File: src/rtl/bp_pkg.sv
// Shared constants for the branch history table: counter encodings,
// default reset state and the PC bit where the table index starts.
package bp_pkg;

  localparam int unsigned CTR_W      = 2;
  localparam int unsigned PC_W       = 32;
  localparam int unsigned STAT_W     = 32;
  localparam int unsigned PC_IDX_LSB = 2;

  localparam logic [CTR_W-1:0] ST_SNT = 2'b00;
  localparam logic [CTR_W-1:0] ST_WNT = 2'b01;
  localparam logic [CTR_W-1:0] ST_WT  = 2'b10;
  localparam logic [CTR_W-1:0] ST_ST  = 2'b11;

  localparam logic [CTR_W-1:0] INIT_STATE_DEF = ST_ST;

endpackage

File: src/rtl/sat_counter2.sv
// Next-state function of a 2-bit saturating taken/not-taken counter.
module sat_counter2
  import bp_pkg::*;
(
  input  logic [CTR_W-1:0] state_i,
  input  logic             taken_i,
  output logic [CTR_W-1:0] next_o
);

  // Step toward strongly taken or strongly not-taken, holding at the ends
  always_comb begin
    next_o = state_i;
    unique case (state_i)
      ST_SNT:  next_o = taken_i ? ST_WNT : ST_SNT;
      ST_WNT:  next_o = taken_i ? ST_WT  : ST_SNT;
      ST_WT:   next_o = taken_i ? ST_ST  : ST_WNT;
      ST_ST:   next_o = taken_i ? ST_ST  : ST_WT;
      default: next_o = state_i;
    endcase
  end

endmodule

File: src/rtl/bht_branch_predictor.sv
// Branch history table: 2-bit saturating counters indexed by PC[IDX_W+1:2].
// Combinational lookup from ID, update at the EX resolve edge, plus the
// mispredict flag that drives the IF/ID flush and PC redirect.
// Optional resolved/mispredict statistics counters under BHT_STATS_EN.
module bht_branch_predictor
  import bp_pkg::*;
#(
  parameter int unsigned       ENTRIES    = 16,
  parameter int unsigned       IDX_W      = 4,
  parameter logic [CTR_W-1:0]  INIT_STATE = INIT_STATE_DEF
) (
  input  logic              clk_i,
  input  logic              rst_i,
  input  logic              lookup_valid_i,
  input  logic [PC_W-1:0]   lookup_pc_i,
  output logic              predict_o,
  input  logic              update_valid_i,
  input  logic [PC_W-1:0]   update_pc_i,
  input  logic              update_taken_i,
  input  logic              update_pred_i,
  output logic              mispredict_o
`ifdef BHT_STATS_EN
  ,
  output logic [STAT_W-1:0] stat_branches_o,
  output logic [STAT_W-1:0] stat_mispred_o
`endif
);

  logic [IDX_W-1:0] lookup_idx;
  logic [IDX_W-1:0] update_idx;
  logic [CTR_W-1:0] table_q [ENTRIES];
  logic [CTR_W-1:0] update_cur;
  logic [CTR_W-1:0] entry_d;
  logic             mispredict_c;
  logic             unused_pc_bits;

  assign lookup_idx = lookup_pc_i[PC_IDX_LSB +: IDX_W];
  assign update_idx = update_pc_i[PC_IDX_LSB +: IDX_W];

  // High PC bits and the byte offset only alias into the table
  assign unused_pc_bits = ^{lookup_pc_i[PC_W-1:PC_IDX_LSB+IDX_W],
                            lookup_pc_i[PC_IDX_LSB-1:0],
                            update_pc_i[PC_W-1:PC_IDX_LSB+IDX_W],
                            update_pc_i[PC_IDX_LSB-1:0]};

  // Lookup reads the pre-update value; no write bypass
  assign predict_o    = lookup_valid_i & table_q[lookup_idx][CTR_W-1];
  assign mispredict_c = update_valid_i & (update_taken_i != update_pred_i);
  assign mispredict_o = mispredict_c;

  assign update_cur = table_q[update_idx];

  sat_counter2 u_sat_counter2 (
    .state_i (update_cur),
    .taken_i (update_taken_i),
    .next_o  (entry_d)
  );

  // Counter table: reset wins over a same-edge update
  always_ff @(posedge clk_i) begin
    if (!rst_i) begin
      for (int i = 0; i < int'(ENTRIES); i++) begin
        table_q[i] <= INIT_STATE;
      end
    end else if (update_valid_i) begin
      table_q[update_idx] <= entry_d;
    end
  end

`ifdef BHT_STATS_EN
  logic [STAT_W-1:0] branches_q;
  logic [STAT_W-1:0] branches_d;
  logic [STAT_W-1:0] mispred_q;
  logic [STAT_W-1:0] mispred_d;

  // Saturating event counters
  always_comb begin
    branches_d = branches_q;
    mispred_d  = mispred_q;
    if (update_valid_i && (branches_q != '1)) begin
      branches_d = branches_q + STAT_W'(1);
    end
    if (mispredict_c && (mispred_q != '1)) begin
      mispred_d = mispred_q + STAT_W'(1);
    end
  end

  // Statistics registers
  always_ff @(posedge clk_i) begin
    if (!rst_i) begin
      branches_q <= '0;
      mispred_q  <= '0;
    end else begin
      branches_q <= branches_d;
      mispred_q  <= mispred_d;
    end
  end

  assign stat_branches_o = branches_q;
  assign stat_mispred_o  = mispred_q;
`endif

endmodule
File: config.mk
export PLATFORM = sky130hd
export DESIGN_NAME = bht_branch_predictor
export DESIGN_NICKNAME = d
export VERILOG_FILES = /design/src/rtl/bp_pkg.sv /design/src/rtl/sat_counter2.sv /design/src/rtl/bht_branch_predictor.sv
export SDC_FILE = /design/constraint.sdc
export NUM_CORES = 1
export LEC_CHECK = 0
export CAP_MARGIN = 30
export CORE_AREA = 2 2 81 60
export CTS_CLUSTER_DIAMETER = 30
export DETAILED_ROUTE_END_ITERATION = 8
export DIE_AREA = 0 0 83 62
export HOLD_SLACK_MARGIN = 0.02
export PLACE_DENSITY = 0.82
export SYNTH_ARGS = -nofsm -noshare
export SYNTH_HDL_FRONTEND = slang
export SYNTH_SLANG_ARGS = --single-unit
File: constraint.sdc
create_clock -name clk_i -period 3.1 [get_ports clk_i]
set_clock_uncertainty 0.15 [all_clocks]
set_input_delay 0.775 -clock clk_i [delete_from_list [all_inputs] [get_ports clk_i]]
set_output_delay 0.775 -clock clk_i [all_outputs]
set_load 0.005 [all_outputs]
==> results.sh, run 1 <==
export IMPL_holdBufCountCts=0
export IMPL_async_reset_ff_share_pct=0
export IMPL_fin_crit_ns=2.99
export IMPL_largest_registers="table_q: 32 flops"
export IMPL_leakage_nw=0.557
export IMPL_worst_r2r_setup_slack_ns=0.92
export IMPL_slew_violations=0
export IMPL_final_area_mm2=0.00210
export IMPL_ys_seq_elements=32
export IMPL_root_buffer="clkbuf_8"
export IMPL_regArea_um2=961
export IMPL_fmax_mhz=334
export IMPL_crit_type="in -> out"
export IMPL_synth_edf_count=32
export IMPL_irDropWorstVdd_mv=0.161
export IMPL_hold_viol=0
export IMPL_synth_cell_types=25
export IMPL_layout_common_cells="nand2_1, edfxtp_1, nor2_1"
export IMPL_place_gp_congestion=0.786
export IMPL_cts_buffers=5
export IMPL_hp_start="table_q[4][0]$_SDFFCE_PN1P_"
export IMPL_outcome="completed"
export IMPL_worstSetupEndpointType="output port"
export IMPL_worstPathRequired_ns=2.17
export IMPL_fp_dieW_um=83
export IMPL_cts_tree="done"
export IMPL_setup_tns_ns=0
export IMPL_ant_nets=0
export IMPL_synth_mux_area_share_pct=17.7
export IMPL_synth_compound_area_share_pct=3.76
export IMPL_wl_um=3890
export IMPL_first_global_vias=1248
export IMPL_regMostFlops="table_q"
export IMPL_r2r_end="table_q[4][1]$_SDFFCE_PN1P_"
export IMPL_final_common_cell="nand2_1"
export IMPL_synth_area_leader_cell="edfxtp_1"
export IMPL_cts_buffer_depth=2
export IMPL_utilization_pct=46.7
export IMPL_power_uw=893
export IMPL_n_fill_cell=415
export IMPL_stdcell_count=227
export IMPL_cts_sinks=32
export IMPL_dp_hpwl_um=2870
export IMPL_relSlewSlack_pct=75.8
export IMPL_drv_cap=0
export IMPL_portBuffers=15
export IMPL_yosys_area_share_xor_xnor_pct=0.487
export IMPL_worst_hold_path_type="reg -> reg"
export IMPL_grt_max_degree=17
export IMPL_yosysSeqAreaShare_pct=53.4
export IMPL_r2r_start="table_q[0][1]$_SDFFCE_PN1P_"
export IMPL_core_area_mm2=0.00449
export IMPL_vias_per_cell=5.55
export IMPL_grt_use_total_pct=16.2
export IMPL_worst_pin_slew_ns=0.362
export IMPL_antenna_found_initial=0
export IMPL_grt_pass1_wl_um=6180
export IMPL_syn_to_final_growth_pct=16.8
export IMPL_synthTopCellsByArea="edfxtp_1, mux4_1, nand2_1, mux4_2, o21ai_0"
export IMPL_synth_top_family_by_area="simple AND/OR/NAND/NOR gates"
export IMPL_diodes=0
export IMPL_gr_total_overflow=0
export IMPL_drt_wirelength_per_cell_um=17.1
export IMPL_yosysWarningCount=0
export IMPL_syn_nets=217
export IMPL_htree_levels=2
export IMPL_arrival_ns=2.07
export IMPL_finalSetupViolCount=0
export IMPL_drive_above_1_share_pct=15.3
export IMPL_cp_start_kind="input pin"
export IMPL_clock_latency_ns=0.28
export IMPL_row_count=21
export IMPL_start_util_pct=40.0
export IMPL_multiInputGateArea_um2=757
export IMPL_grt_setup_unrepaired="no"
export IMPL_hold_path_cell_count=5
export IMPL_whs_endpoint="table_q[9][0]$_SDFFCE_PN1P_"
export IMPL_fin_crit_sh_pct=96.5
export IMPL_vias=1259
export IMPL_largest_register_ffs=32
export IMPL_syn_area_per_cell_um2=12.2
export IMPL_cts_setup_buffers=0
export IMPL_synth_area_mm2=0.00180
export IMPL_dieArea_mm2=0.00515
export IMPL_first_iter_violations=191
export IMPL_dr_pass1_iters=4
export IMPL_rr_worst_depth=5
export IMPL_pre_cts_ws_ns=-0.866
export IMPL_timing_final_ws_setup_ns=0.108
export IMPL_remaining_drc_errors=0
export IMPL_clkSlewWorstSetupHoldPaths_ns=0.06
export IMPL_post_place_cells=219
export IMPL_power_density_mw_per_mm2=425
export IMPL_synth_cells=147
export IMPL_die_h_um=62
export IMPL_yosysTopAreaCellShare_pct=53.4
export IMPL_hold_ws_ns=1.13
export IMPL_placed_area_mm2=0.00202
export IMPL_synthFlopType="edfxtp_1"
export IMPL_pin_count=72
export IMPL_synth_fa_ha_area_share_pct=1.53
export IMPL_yosys_area_share_simple_pct=18.6
export IMPL_finalNetCount=239
export IMPL_crit_fanout=4
-- routing by layer --
layer | track usage, % | routed length, um
met1 | 21.9 | 1730
met2 | 26.0 | 1770
met3 | 4.36 | 346
met4 | 5.62 | 38
met5 | 0 | 0
-- kinds of logic after synthesis --
kind of cell	Yosys count
muxes	13
AOI/OAI and AO/OA	13
buffers and inverters	11
DFF	32
adders and majority gates	2
and+or+nand+nor	75
xor gates and xnor gates	1
-- synthesized netlist by cell type, types with 2 or more instances --
master and n:
nand2b_1 6, and2_1 2, mux4_2 6, maj3_4 2
nor2_1 14, edfxtp_1 32, buf_6 3, nand4_1 2
clkbuf_1 4, o21ai_0 12, nor3_1 4, nand2_1 39
nor2b_1 2, mux4_1 7, nand3_1 2
-- layout make-up --
type,count,share of cell area (%)
multi-input cells,104,36.1
repair buffers,25,10.8
well taps,57,3.40
clock buffers,7,3.64
clock inverters,1,0.179
flip-flops and latches,32,45.8
inverters,1,0.179
-- power breakdown --
part	leakage, nW	total [mW]	internal (mW)	switching [mW]
sequential	0.224	0.479	0.478	0.00110
combinational	0.293	0.113	0.0489	0.0637
clock	0.0399	0.302	0.156	0.146
total	0.557	0.893	0.683	0.211
-- repair_timing --
| action | 4_1_cts | 5_1_grt |
|---|---|---|
| resized for setup | 13 | 1 |
| gates cloned | 0 | 0 |
| endpoints found under the setup margin | 1 | 1 |
| pin swaps | 1 | 0 |
-- how the worst max path moves through the flow --
stage	start	to	depth (start not counted)
final	lookup_pc_i[2]	predict_o	5
after global routing	lookup_pc_i[2]	predict_o	5
after CTS	lookup_pc_i[2]	predict_o	5
after detailed placement	lookup_pc_i[2]	predict_o	5
after global placement	lookup_pc_i[2]	predict_o	5
after floorplan	lookup_pc_i[2]	predict_o	3
-- critical path: stages --
cell and delay, ns:
buf_8 0.09, mux4_2 0.49, mux4_2 0.45, and2_1 0.14, clkbuf_2 0.10
Note: power is estimated with default switching activity, not from simulation.
==> inputs of run 2 (changes only) <==
- CAP_MARGIN: 30 -> 20
==> results of run 2 <==
No change in the layout: final DEF, timing and power equal those of run 1.
